==> src/rtl/mux3_rr_arbiter_if.sv <==
// Handshake bundle for mux3_rr_arbiter: three producer valid/ready/data lanes,
// one registered consumer channel, and the observable mux select.
interface mux3_rr_arbiter_if #(
   parameter int DATA_WIDTH = 32
);
   logic                  in0_valid;
   logic                  in1_valid;
   logic                  in2_valid;
   logic [DATA_WIDTH-1:0] in0_data;
   logic [DATA_WIDTH-1:0] in1_data;
   logic [DATA_WIDTH-1:0] in2_data;
   logic                  in0_ready;
   logic                  in1_ready;
   logic                  in2_ready;
   logic                  out_valid;
   logic [DATA_WIDTH-1:0] out_data;
   logic [1:0]            out_src;
   logic                  out_ready;
   logic [1:0]            sel;

   // The arbiter itself sits on the slave side of this bundle.
   modport slave (
      input  in0_valid, in1_valid, in2_valid,
      input  in0_data, in1_data, in2_data,
      input  out_ready,
      output in0_ready, in1_ready, in2_ready,
      output out_valid, out_data, out_src, sel
   );

   // Producers and consumer together form the master side.
   modport master (
      output in0_valid, in1_valid, in2_valid,
      output in0_data, in1_data, in2_data,
      output out_ready,
      input  in0_ready, in1_ready, in2_ready,
      input  out_valid, out_data, out_src, sel
   );
endinterface

==> src/rtl/mux3_rr_arbiter.sv <==
// Three-requester round-robin arbiter feeding one registered valid/ready output.
// Define MUX3_ARB_FIXED_PRIO_EN to replace round-robin with fixed priority 0 > 1 > 2.
module mux3_rr_arbiter #(
   parameter int DATA_WIDTH = 32
) (
   input logic                clk,
   input logic                rst_n,
   mux3_rr_arbiter_if.slave   bus
);

   typedef enum logic {
      EMPTY = 1'b0,
      FULL  = 1'b1
   } state_t;

   state_t                state;
   logic [1:0]            last_grant;
   logic [1:0]            pick;
   logic [2:0]            valids;
   logic                  any_valid;
   logic                  load_en;
   logic                  load;
   logic [DATA_WIDTH-1:0] mux_data;
   logic [DATA_WIDTH-1:0] out_data_q;
   logic [1:0]            out_src_q;

   assign valids    = {bus.in2_valid, bus.in1_valid, bus.in0_valid};
   assign any_valid = |valids;

   // Returns the first of a, b, c whose valid is set; c when none are.
   function automatic logic [1:0] first_valid(input logic [2:0] v,
                                              input logic [1:0] a,
                                              input logic [1:0] b,
                                              input logic [1:0] c);
      logic [1:0] r;
      if (v[a])
         r = a;
      else if (v[b])
         r = b;
      else
         r = c;
      return r;
   endfunction

`ifdef MUX3_ARB_FIXED_PRIO_EN
   // last_grant is still tracked so both builds share one register set.
   logic unused_last_grant;
   assign unused_last_grant = ^last_grant;

   always_comb begin
      pick = first_valid(valids, 2'd0, 2'd1, 2'd2);
   end
`else
   // Search starts just after the last winner and ends on the last winner itself.
   always_comb begin
      pick = 2'd0;
      case (last_grant)
         2'd0:    pick = first_valid(valids, 2'd1, 2'd2, 2'd0);
         2'd1:    pick = first_valid(valids, 2'd2, 2'd0, 2'd1);
         default: pick = first_valid(valids, 2'd0, 2'd1, 2'd2);
      endcase
   end
`endif

   always_comb begin
      mux_data = bus.in0_data;
      case (pick)
         2'd1:    mux_data = bus.in1_data;
         2'd2:    mux_data = bus.in2_data;
         default: mux_data = bus.in0_data;
      endcase
   end

   // Readys are forced low while reset is held so no word is acknowledged then.
   assign load_en = (state == EMPTY) || bus.out_ready;
   assign load    = rst_n && load_en && any_valid;

   assign bus.in0_ready = load && (pick == 2'd0);
   assign bus.in1_ready = load && (pick == 2'd1);
   assign bus.in2_ready = load && (pick == 2'd2);
   assign bus.sel       = pick;

   assign bus.out_valid = (state == FULL);
   assign bus.out_data  = out_data_q;
   assign bus.out_src   = out_src_q;

   // A load always wins over a drain, which gives one transfer per cycle when full.
   always_ff @(posedge clk or negedge rst_n) begin
      if (!rst_n) begin
         state      <= EMPTY;
         out_data_q <= '0;
         out_src_q  <= 2'd0;
         last_grant <= 2'd2;
      end else if (load) begin
         state      <= FULL;
         out_data_q <= mux_data;
         out_src_q  <= pick;
         last_grant <= pick;
      end else if ((state == FULL) && bus.out_ready) begin
         state <= EMPTY;
      end
   end

endmodule

==> src/flat_wrapper.sv <==
// flat-port wrapper written by rule: the top's interface ports become plain ports
module mux3_rr_arbiter_flat 
#(
   parameter int DATA_WIDTH = 32
)
  (clk, rst_n, bus_in0_valid, bus_in1_valid, bus_in2_valid, bus_in0_data, bus_in1_data, bus_in2_data, bus_out_ready, bus_in0_ready, bus_in1_ready, bus_in2_ready, bus_out_valid, bus_out_data, bus_out_src, bus_sel);
  mux3_rr_arbiter_if #(.DATA_WIDTH(DATA_WIDTH)) bus_i ();
  input logic clk;
  input logic rst_n;
  input wire logic [$bits(bus_i.in0_valid)-1:0] bus_in0_valid;
  input wire logic [$bits(bus_i.in1_valid)-1:0] bus_in1_valid;
  input wire logic [$bits(bus_i.in2_valid)-1:0] bus_in2_valid;
  input wire logic [$bits(bus_i.in0_data)-1:0] bus_in0_data;
  input wire logic [$bits(bus_i.in1_data)-1:0] bus_in1_data;
  input wire logic [$bits(bus_i.in2_data)-1:0] bus_in2_data;
  input wire logic [$bits(bus_i.out_ready)-1:0] bus_out_ready;
  output wire logic [$bits(bus_i.in0_ready)-1:0] bus_in0_ready;
  output wire logic [$bits(bus_i.in1_ready)-1:0] bus_in1_ready;
  output wire logic [$bits(bus_i.in2_ready)-1:0] bus_in2_ready;
  output wire logic [$bits(bus_i.out_valid)-1:0] bus_out_valid;
  output wire logic [$bits(bus_i.out_data)-1:0] bus_out_data;
  output wire logic [$bits(bus_i.out_src)-1:0] bus_out_src;
  output wire logic [$bits(bus_i.sel)-1:0] bus_sel;
  assign bus_i.in0_valid = bus_in0_valid;
  assign bus_i.in1_valid = bus_in1_valid;
  assign bus_i.in2_valid = bus_in2_valid;
  assign bus_i.in0_data = bus_in0_data;
  assign bus_i.in1_data = bus_in1_data;
  assign bus_i.in2_data = bus_in2_data;
  assign bus_i.out_ready = bus_out_ready;
  assign bus_in0_ready = bus_i.in0_ready;
  assign bus_in1_ready = bus_i.in1_ready;
  assign bus_in2_ready = bus_i.in2_ready;
  assign bus_out_valid = bus_i.out_valid;
  assign bus_out_data = bus_i.out_data;
  assign bus_out_src = bus_i.out_src;
  assign bus_sel = bus_i.sel;
  mux3_rr_arbiter #(.DATA_WIDTH(DATA_WIDTH)) u_core (.clk(clk), .rst_n(rst_n), .bus(bus_i));
endmodule
==> config.mk <==
export PLATFORM = sky130hd
export DESIGN_NAME = mux3_rr_arbiter_flat
export DESIGN_NICKNAME = d
export VERILOG_FILES = /design/src/rtl/mux3_rr_arbiter_if.sv /design/src/rtl/mux3_rr_arbiter.sv /design/src/flat_wrapper.sv
export SDC_FILE = /design/constraint.sdc
export NUM_CORES = 1
export LEC_CHECK = 0
export BUFFER_PORTS_ARGS = -buffer_cell sky130_fd_sc_hd__buf_2
export CORE_ASPECT_RATIO = 2
export CORE_MARGIN = 4
export CORE_UTILIZATION = 28
export CTS_CLUSTER_DIAMETER = 100
export DETAILED_ROUTE_END_ITERATION = 6
export SKIP_CTS_REPAIR_TIMING = 1
export SYNTH_ARGS = -nofsm -noshare
export SYNTH_HDL_FRONTEND = slang
export SYNTH_SLANG_ARGS = --single-unit
==> constraint.sdc <==
create_clock -name clk -period 4.75 [get_ports clk]
set_clock_uncertainty 0.05 [all_clocks]
set_input_delay 0 -clock clk [delete_from_list [all_inputs] [get_ports clk]]
set_output_delay 0 -clock clk [all_outputs]
set_load 0.02 [all_outputs]
==> results of run 1 <==
## synth_stat cells
cell,number,area [um^2]
nand2_1,2,7.51
and2_1,2,12.5
o31ai_1,1,7.51
a21oi_1,37,185
and3_1,3,18.8
inv_1,1,3.75
nor2b_1,1,6.26
o31a_1,1,8.76
clkbuf_1,15,56.3
a22oi_1,32,240
dfrtp_1,35,876
o21bai_1,1,7.51
buf_6,4,45.0
nand3b_1,1,7.51
dfstp_2,1,26.3
ha_1,3,37.5
nor3b_1,1,7.51
mux2_2,5,56.3
mux2_4,27,405
nor2_1,33,124
buf_4,1,7.51
a2bb2oi_1,1,8.76
a31oi_1,1,6.26
nand2b_1,2,12.5
## where the power goes
part	switching, W	internal, W
sequential	0.0000778	0.000454
clock	0.000116	0.000247
combinational	0.000493	0.000403
## per-stage QoR
step / util (%) / setup slack (ps) / hold WS (ps) / cells
detailed placement: 38.3 / 2080 / 110 / 428
global placement: 38.3 / 2090 / 110 / 428
global route: 40.8 / 1650 / 83.4 / 439
finish: 40.8 / 1920 / 65.0 / 439
CTS: 40.4 / 2100 / -185 / 436
floorplan: - / 2430 / -346 / 211
## sequential cells by signal, summed over array words and instances (netlist names)
signal                flops
u_core.bus.out_data      32
u_core.bus.out_src        2
u_core.bus.out_valid      1
u_core.last_grant         1
## final timing paths
path / start / end / slack (ps) / cells after the start
worst min-delay path: bus_in0_valid / u_core.bus.out_src[0]$_DFFE_PN0P_ / 70 / 3
max in group asynchronous: rst_n / u_core.bus.out_data[20]$_DFFE_PN0P_ / 3770 / 2
worst max-delay path: rst_n / u_core.bus.out_data[11]$_DFFE_PN0P_ / 1920 / 5
min in group asynchronous: rst_n / u_core.bus.out_src[0]$_DFFE_PN0P_ / 340 / 2
worst max register to register: u_core.last_grant[1]$_DFFE_PN1P_ / u_core.bus.out_data[19]$_DFFE_PN0P_ / 2160 / 5
worst min register to register: u_core.bus.out_data[9]$_DFFE_PN0P_ / u_core.bus.out_data[9]$_DFFE_PN0P_ / 450 / 1
## routing by layer
metal / up-vias / wire length [um]
met5: - / 0
met4: 0 / 120
met3: 6 / 420
met2: 72 / 3610
met1: 982 / 2280
li1: 1034 / -
## area by class of cell
class | instances | area, um^2
Clock buffer | 6 | 129
Clock inverter | 2 | 35.0
Fill cell | 784 | 4500
Inverter | 1 | 3.75
Multi-Input combinational cell | 154 | 1160
Sequential cell | 36 | 902
Tap cell | 94 | 118
Timing Repair Buffer | 146 | 751
## worst register-to-register path, stage by stage, from the launching register on
cell       delay [ps]
dfstp_2           560
nand2b_1          110
a2bb2oi_1         350
ha_2              930
a21oi_1           180
mux2_4            310
## logic make-up (layout without fill, tap and decap cells)
group                    Yosys count  after routing
flip-flops                        36             36
adder cells (fa/ha/maj)            3              3
AND/OR/NAND/NOR                   45             45
multiplexers                      32             32
buffers and inverters             21            155
AO/OA/AOI/OAI                     74             74
==> flow_summary_export.csv, run 1 <==
group,metric,value,unit
outcome,status,"finished, final reports clean",
detailed_routing,drt_pass1_iterations,4,
synthesis,synth_area,2170,um^2
power_and_ir_drop,p_per_area,577,nW/um^2
clock_network,cts_tree,"built",
setup_path,path_cells,"dlygate4sd3_1 -> buf_2 -> o31a_1 -> and2_2 -> mux2_2",
global_route,use_met2,25.4,%
synthesis,synth-xor-area-share,0,%
detailed_routing,viasPerCell,4.77,
synthesis,synthAdderAreaFrac,1.73,%
finish,final_nets,449,
global_route,grt_max_degree,65,
global_route,grt_util_met1,14.1,%
placed_design,dpl_cell_area,2910,um^2
setup_path,critPathKind,"in2reg",
detailed_routing,drc,0,
power_and_ir_drop,p_leak,1.57,nW
timing,slew_viol_final,0,
synthesis,synth_compound_area_share,21.3,%
floorplan,core,7600,um^2
clock_network,cts-htree-levels,2,
setup_path,end_kind,"register",
clock_network,cts.reportedPaths.clkPinSlew,50,ps
timing,period_needed,2830,ps
clock_network,ctsLongestPathBuffers,2,
finish,stdcell_area,3100,um^2
finish,layout_common_cells,"141 x buf_2, 37 x a21oi_1, 35 x dfrtp_1, 33 x nor2_1, 32 x a22oi_1",
finish,syn_to_final_growth,42.6,%
synthesis,synth.distinct_cells,24,
power_and_ir_drop,total_power,0.00179,W
synthesis,yosysWarningCount,0,
setup_path,path_buf_inv,2,
floorplan,initial_utilization,28.6,%
setup_path,worst_ep_arrival_time,2940,ps
synthesis,syn_area_per_cell,10.3,um^2
clock_network,clkLatencyLatePin,270,ps
floorplan,die_h,133,um
floorplan,row_count,45,
synthesis,ys_seq_area_share,41.5,%
synthesis,synthesis.nets,316,
run,drv_cap,0,
placed_design,io_buffers,141,
detailed_routing,first_iter_violations,66,
timing,max_clock_freq,353,MHz
floorplan,dieArea,9330,um^2
global_route,grt_overflow_total,0,
synthesis,netlist_instances,211,
detailed_routing,wl_per_cell,14.7,um
clock_network,root_buffer,"clkbuf_16",
finish,drive_gt1_share,53.6,%
floorplan,io_pins,142,
clock_network,numCtsBuffers,5,
global_route,grt_util_all_layers,13.5,%
setup_path,path_max_fanout,38,
setup_path,cp_slowest_cell,"and2_2",
synthesis,synth_mux_area_share,21.2,%
detailed_routing,ant_nets,0,
setup_path,max_stage_delay,920,ps
timing,hold_violations,0,
detailed_routing,vias,2094,
finish,layout_commonest_cell,"buf_2",
timing,worst_slew_pin_slew,1090,ps
timing,rsz0062_at_grt,"false",
finish,diodes,0,
power_and_ir_drop,ir_worst_vdd,0.000191,V
setup_path,required,4860,ps
timing,finalCritPeriodShare,59.6,%
placed_design,gp_congestion,0.727,
setup_path,cp-start-kind,"input port",
synthesis,synth_top_family_by_area,"compound AO/OA/AOI/OAI gates",
global_route,antenna_found_initial,0,
synthesis,yosys.area_share.simple,9.03,%
timing,setup_tns,0,ps
detailed_routing,wirelength,6430,um
timing,relSlewSlack,27.3,%
synthesis,synth-seq-cells,36,
placed_design,dp_hpwl,4760,um
setup_path,path_delay_family,"buffers and inverters",
floorplan,die_x,70.3,um
clock_network,cts.sinks,36,
timing,setup_violations,0,
global_route,grt_busiest_layer,"met2",
hold_path,hold_path_class,"in2reg",
global_route,grt_pass1_vias,2095,
global_route,grtUsageMet3,2.51,%
global_route,grt_first_pass_wirelength,10200,um
(Power assumes the default switching activity.)
==> run 2, diff against run 1 <==
Clock period 4.75 ns to 2.45 ns, I/O delays scaled along.
==> flow_summary_export.csv, run 2 (synthesized netlist as in run 1, its figures left out) <==
group,metric,value,unit
global_route,grt_util_all_layers,13.8,%
clock_network,clkLatencyLatePin,270,ps
power_and_ir_drop,p_per_area,1100,nW/um^2
floorplan,io_pins,142,
detailed_routing,ant_nets,0,
hold_path,whs_path_depth,4,
clock_network,cts_tree,"built",
setup_path,cpMostUsedCell,"buf_4",
finish,final_nets,457,
power_and_ir_drop,p_seq_share,29.7,%
finish,diodes,0,
floorplan,die_x,70.3,um
timing,worst_slew_pin_slew,470,ps
setup_path,rr_endpoint,"u_core.bus.out_data[19]$_DFFE_PN0P_",
power_and_ir_drop,internal_power,0.00210,W
floorplan,dieArea,9330,um^2
finish,drive_gt1_share,55.0,%
finish,largest_reg_flops,32,
floorplan,die_h,133,um
timing,finalCritPeriodShare,88.9,%
setup_path,max_stage_delay,560,ps
detailed_routing,wirelength,6450,um
setup_path,end_kind,"output port",
power_and_ir_drop,total_power,0.00346,W
timing,setup_tns,0,ps
hold_path,hp-start,"bus_in0_data[11]",
detailed_routing,vias,2116,
finish,layout_common_cells,"141 x buf_2, 37 x a21oi_1, 35 x dfrtp_1, 33 x nor2_1, 32 x a22oi_1",
power_and_ir_drop,ir_worst_vdd,0.000448,V
global_route,grt_pass1_vias,2169,
setup_path,critPathKind,"reg2out",
clock_network,cts.reportedPaths.clkPinSlew,60,ps
finish,ff_latch_area,902,um^2
power_and_ir_drop,p_switching,0.00136,W
setup_path,cp-start-kind,"register",
setup_path,path_cells,"nand2b_1 -> a2bb2oi_1 -> buf_4 -> ha_1 -> buf_4 -> and3_1 -> buf_2",
setup_path,cp_slowest_cell,"dfstp_2",
detailed_routing,drt_pass1_iterations,4,
timing,relSlewSlack,68.6,%
global_route,grt_overflow_total,0,
placed_design,dp_hpwl,4960,um
timing,rsz0062_at_grt,"false",
finish,layout_commonest_cell,"buf_2",
run,drv_cap,0,
power_and_ir_drop,clkPwrFrac,18.4,%
setup_path,path_max_fanout,23,
outcome,status,"finished, final reports clean",
placed_design,io_buffers,141,
finish,syn_to_final_growth,45.3,%
timing,hold_violations,0,
finish,fillers,767,
floorplan,row_count,45,
hold_path,min_to,"u_core.bus.out_data[11]$_DFFE_PN0P_",
setup_path,reg2reg_depth,8,
detailed_routing,wl_per_cell,14.4,um
detailed_routing,viasPerCell,4.73,
setup_path,worst_ep_arrival_time,2130,ps
clock_network,root_buffer,"clkbuf_16",
clock_network,cts.sinks,36,
setup_path,path_buf_inv,3,
timing,setup_violations,0,
setup_path,reg2reg_from,"u_core.last_grant[1]$_DFFE_PN1P_",
power_and_ir_drop,sw_frac_of_total,39.2,%
setup_path,required,2400,ps
floorplan,initial_utilization,28.6,%
clock_network,ctsLongestPathBuffers,2,
global_route,grt_first_pass_wirelength,10400,um
timing,max_clock_freq,459,MHz
setup_path,path_delay_family,"buffers and inverters",
power_and_ir_drop,p_leak,1.61,nW
setup_path,path_depth,7,
clock_network,numCtsBuffers,5,
power_and_ir_drop,p_comb_share,51.9,%
floorplan,core,7600,um^2
timing,slew_viol_final,0,
finish,multi_input_area,1160,um^2
detailed_routing,first_iter_violations,67,
placed_design,gp_congestion,0.749,
detailed_routing,drc,0,
hold_path,hold_path_class,"in2reg",
setup_path,r2r_slack,280,ps
timing,period_needed,2180,ps
global_route,grt_max_degree,38,
clock_network,cts-htree-levels,2,
global_route,antenna_found_initial,0,
run 2: changes by cell type in the layout (fill, tap and decap cells not counted):
cell / delta
buf_12: +1
clkbuf_1: -1
clkbuf_8: +1
buf_4: +7
bufinv_16: -1
clkinv_2: +1
run 2: layout make-up:
type                            count  share of cell area (%)
Tap cell                           94                    3.72
Multi-Input combinational cell    154                    36.8
Timing Repair Buffer              154                    26.1
Inverter                            1                   0.119
Sequential cell                    36                    28.6
Clock buffer                        6                    4.40
Clock inverter                      2                   0.317
run 2: power groups by stage:
stage | Sequential, W | Combinational [W] | Clock, W
CTS | 0.00103 | 0.00182 | 0.000654
detailed placement | 0.00103 | 0.00181 | 0
global route | 0.00107 | 0.00194 | 0.000684
floorplan | 0.00138 | 0.000866 | 0
global placement | 0.00103 | 0.00179 | 0
finish | 0.00103 | 0.00180 | 0.000635
run 2: worst min-delay path, stage by stage:
cell and delay [ps]:
buf_2 80, nor2_1 30, a21oi_1 90, mux2_2 150
run 2: metrics by stage:
step / worst slack [ps] / util (%) / instance area, um^2 / hold slack, ps / instances
after floorplan: 135 / - / 2170 / -346 / 211
after global placement: 334 / 39.2 / 2980 / 54.7 / 436
after detailed placement: 282 / 39.2 / 2980 / 59.7 / 436
after CTS: 249 / 41.2 / 3130 / -237 / 444
after global routing: 131 / 41.6 / 3160 / 63.9 / 447
final: 273 / 41.6 / 3160 / 53.5 / 447
run 2: worst max path at each step:
stage / from / endpoint / slack [ps]
2_1_floorplan: u_core.last_grant[1]$_DFFE_PN1P_ / u_core.bus.out_data[14]$_DFFE_PN0P_ / 130
3_3_place_gp: u_core.last_grant[1]$_DFFE_PN1P_ / u_core.bus.out_data[31]$_DFFE_PN0P_ / 330
3_5_place_dp: u_core.last_grant[1]$_DFFE_PN1P_ / u_core.bus.out_data[31]$_DFFE_PN0P_ / 280
4_1_cts: u_core.last_grant[1]$_DFFE_PN1P_ / bus_in1_ready / 250
5_1_grt: u_core.last_grant[1]$_DFFE_PN1P_ / u_core.bus.out_data[29]$_DFFE_PN0P_ / 130
6_report: u_core.last_grant[1]$_DFFE_PN1P_ / bus_in1_ready / 270
run 2: layer usage:
metal	up-vias	part of all wire, %	GRT usage, %
met3	14	6.4	2.28
met1	974	37	15.0
met2	77	53	24.7
li1	1051	-	-
met4	0	3.8	7.46
met5	-	0	0
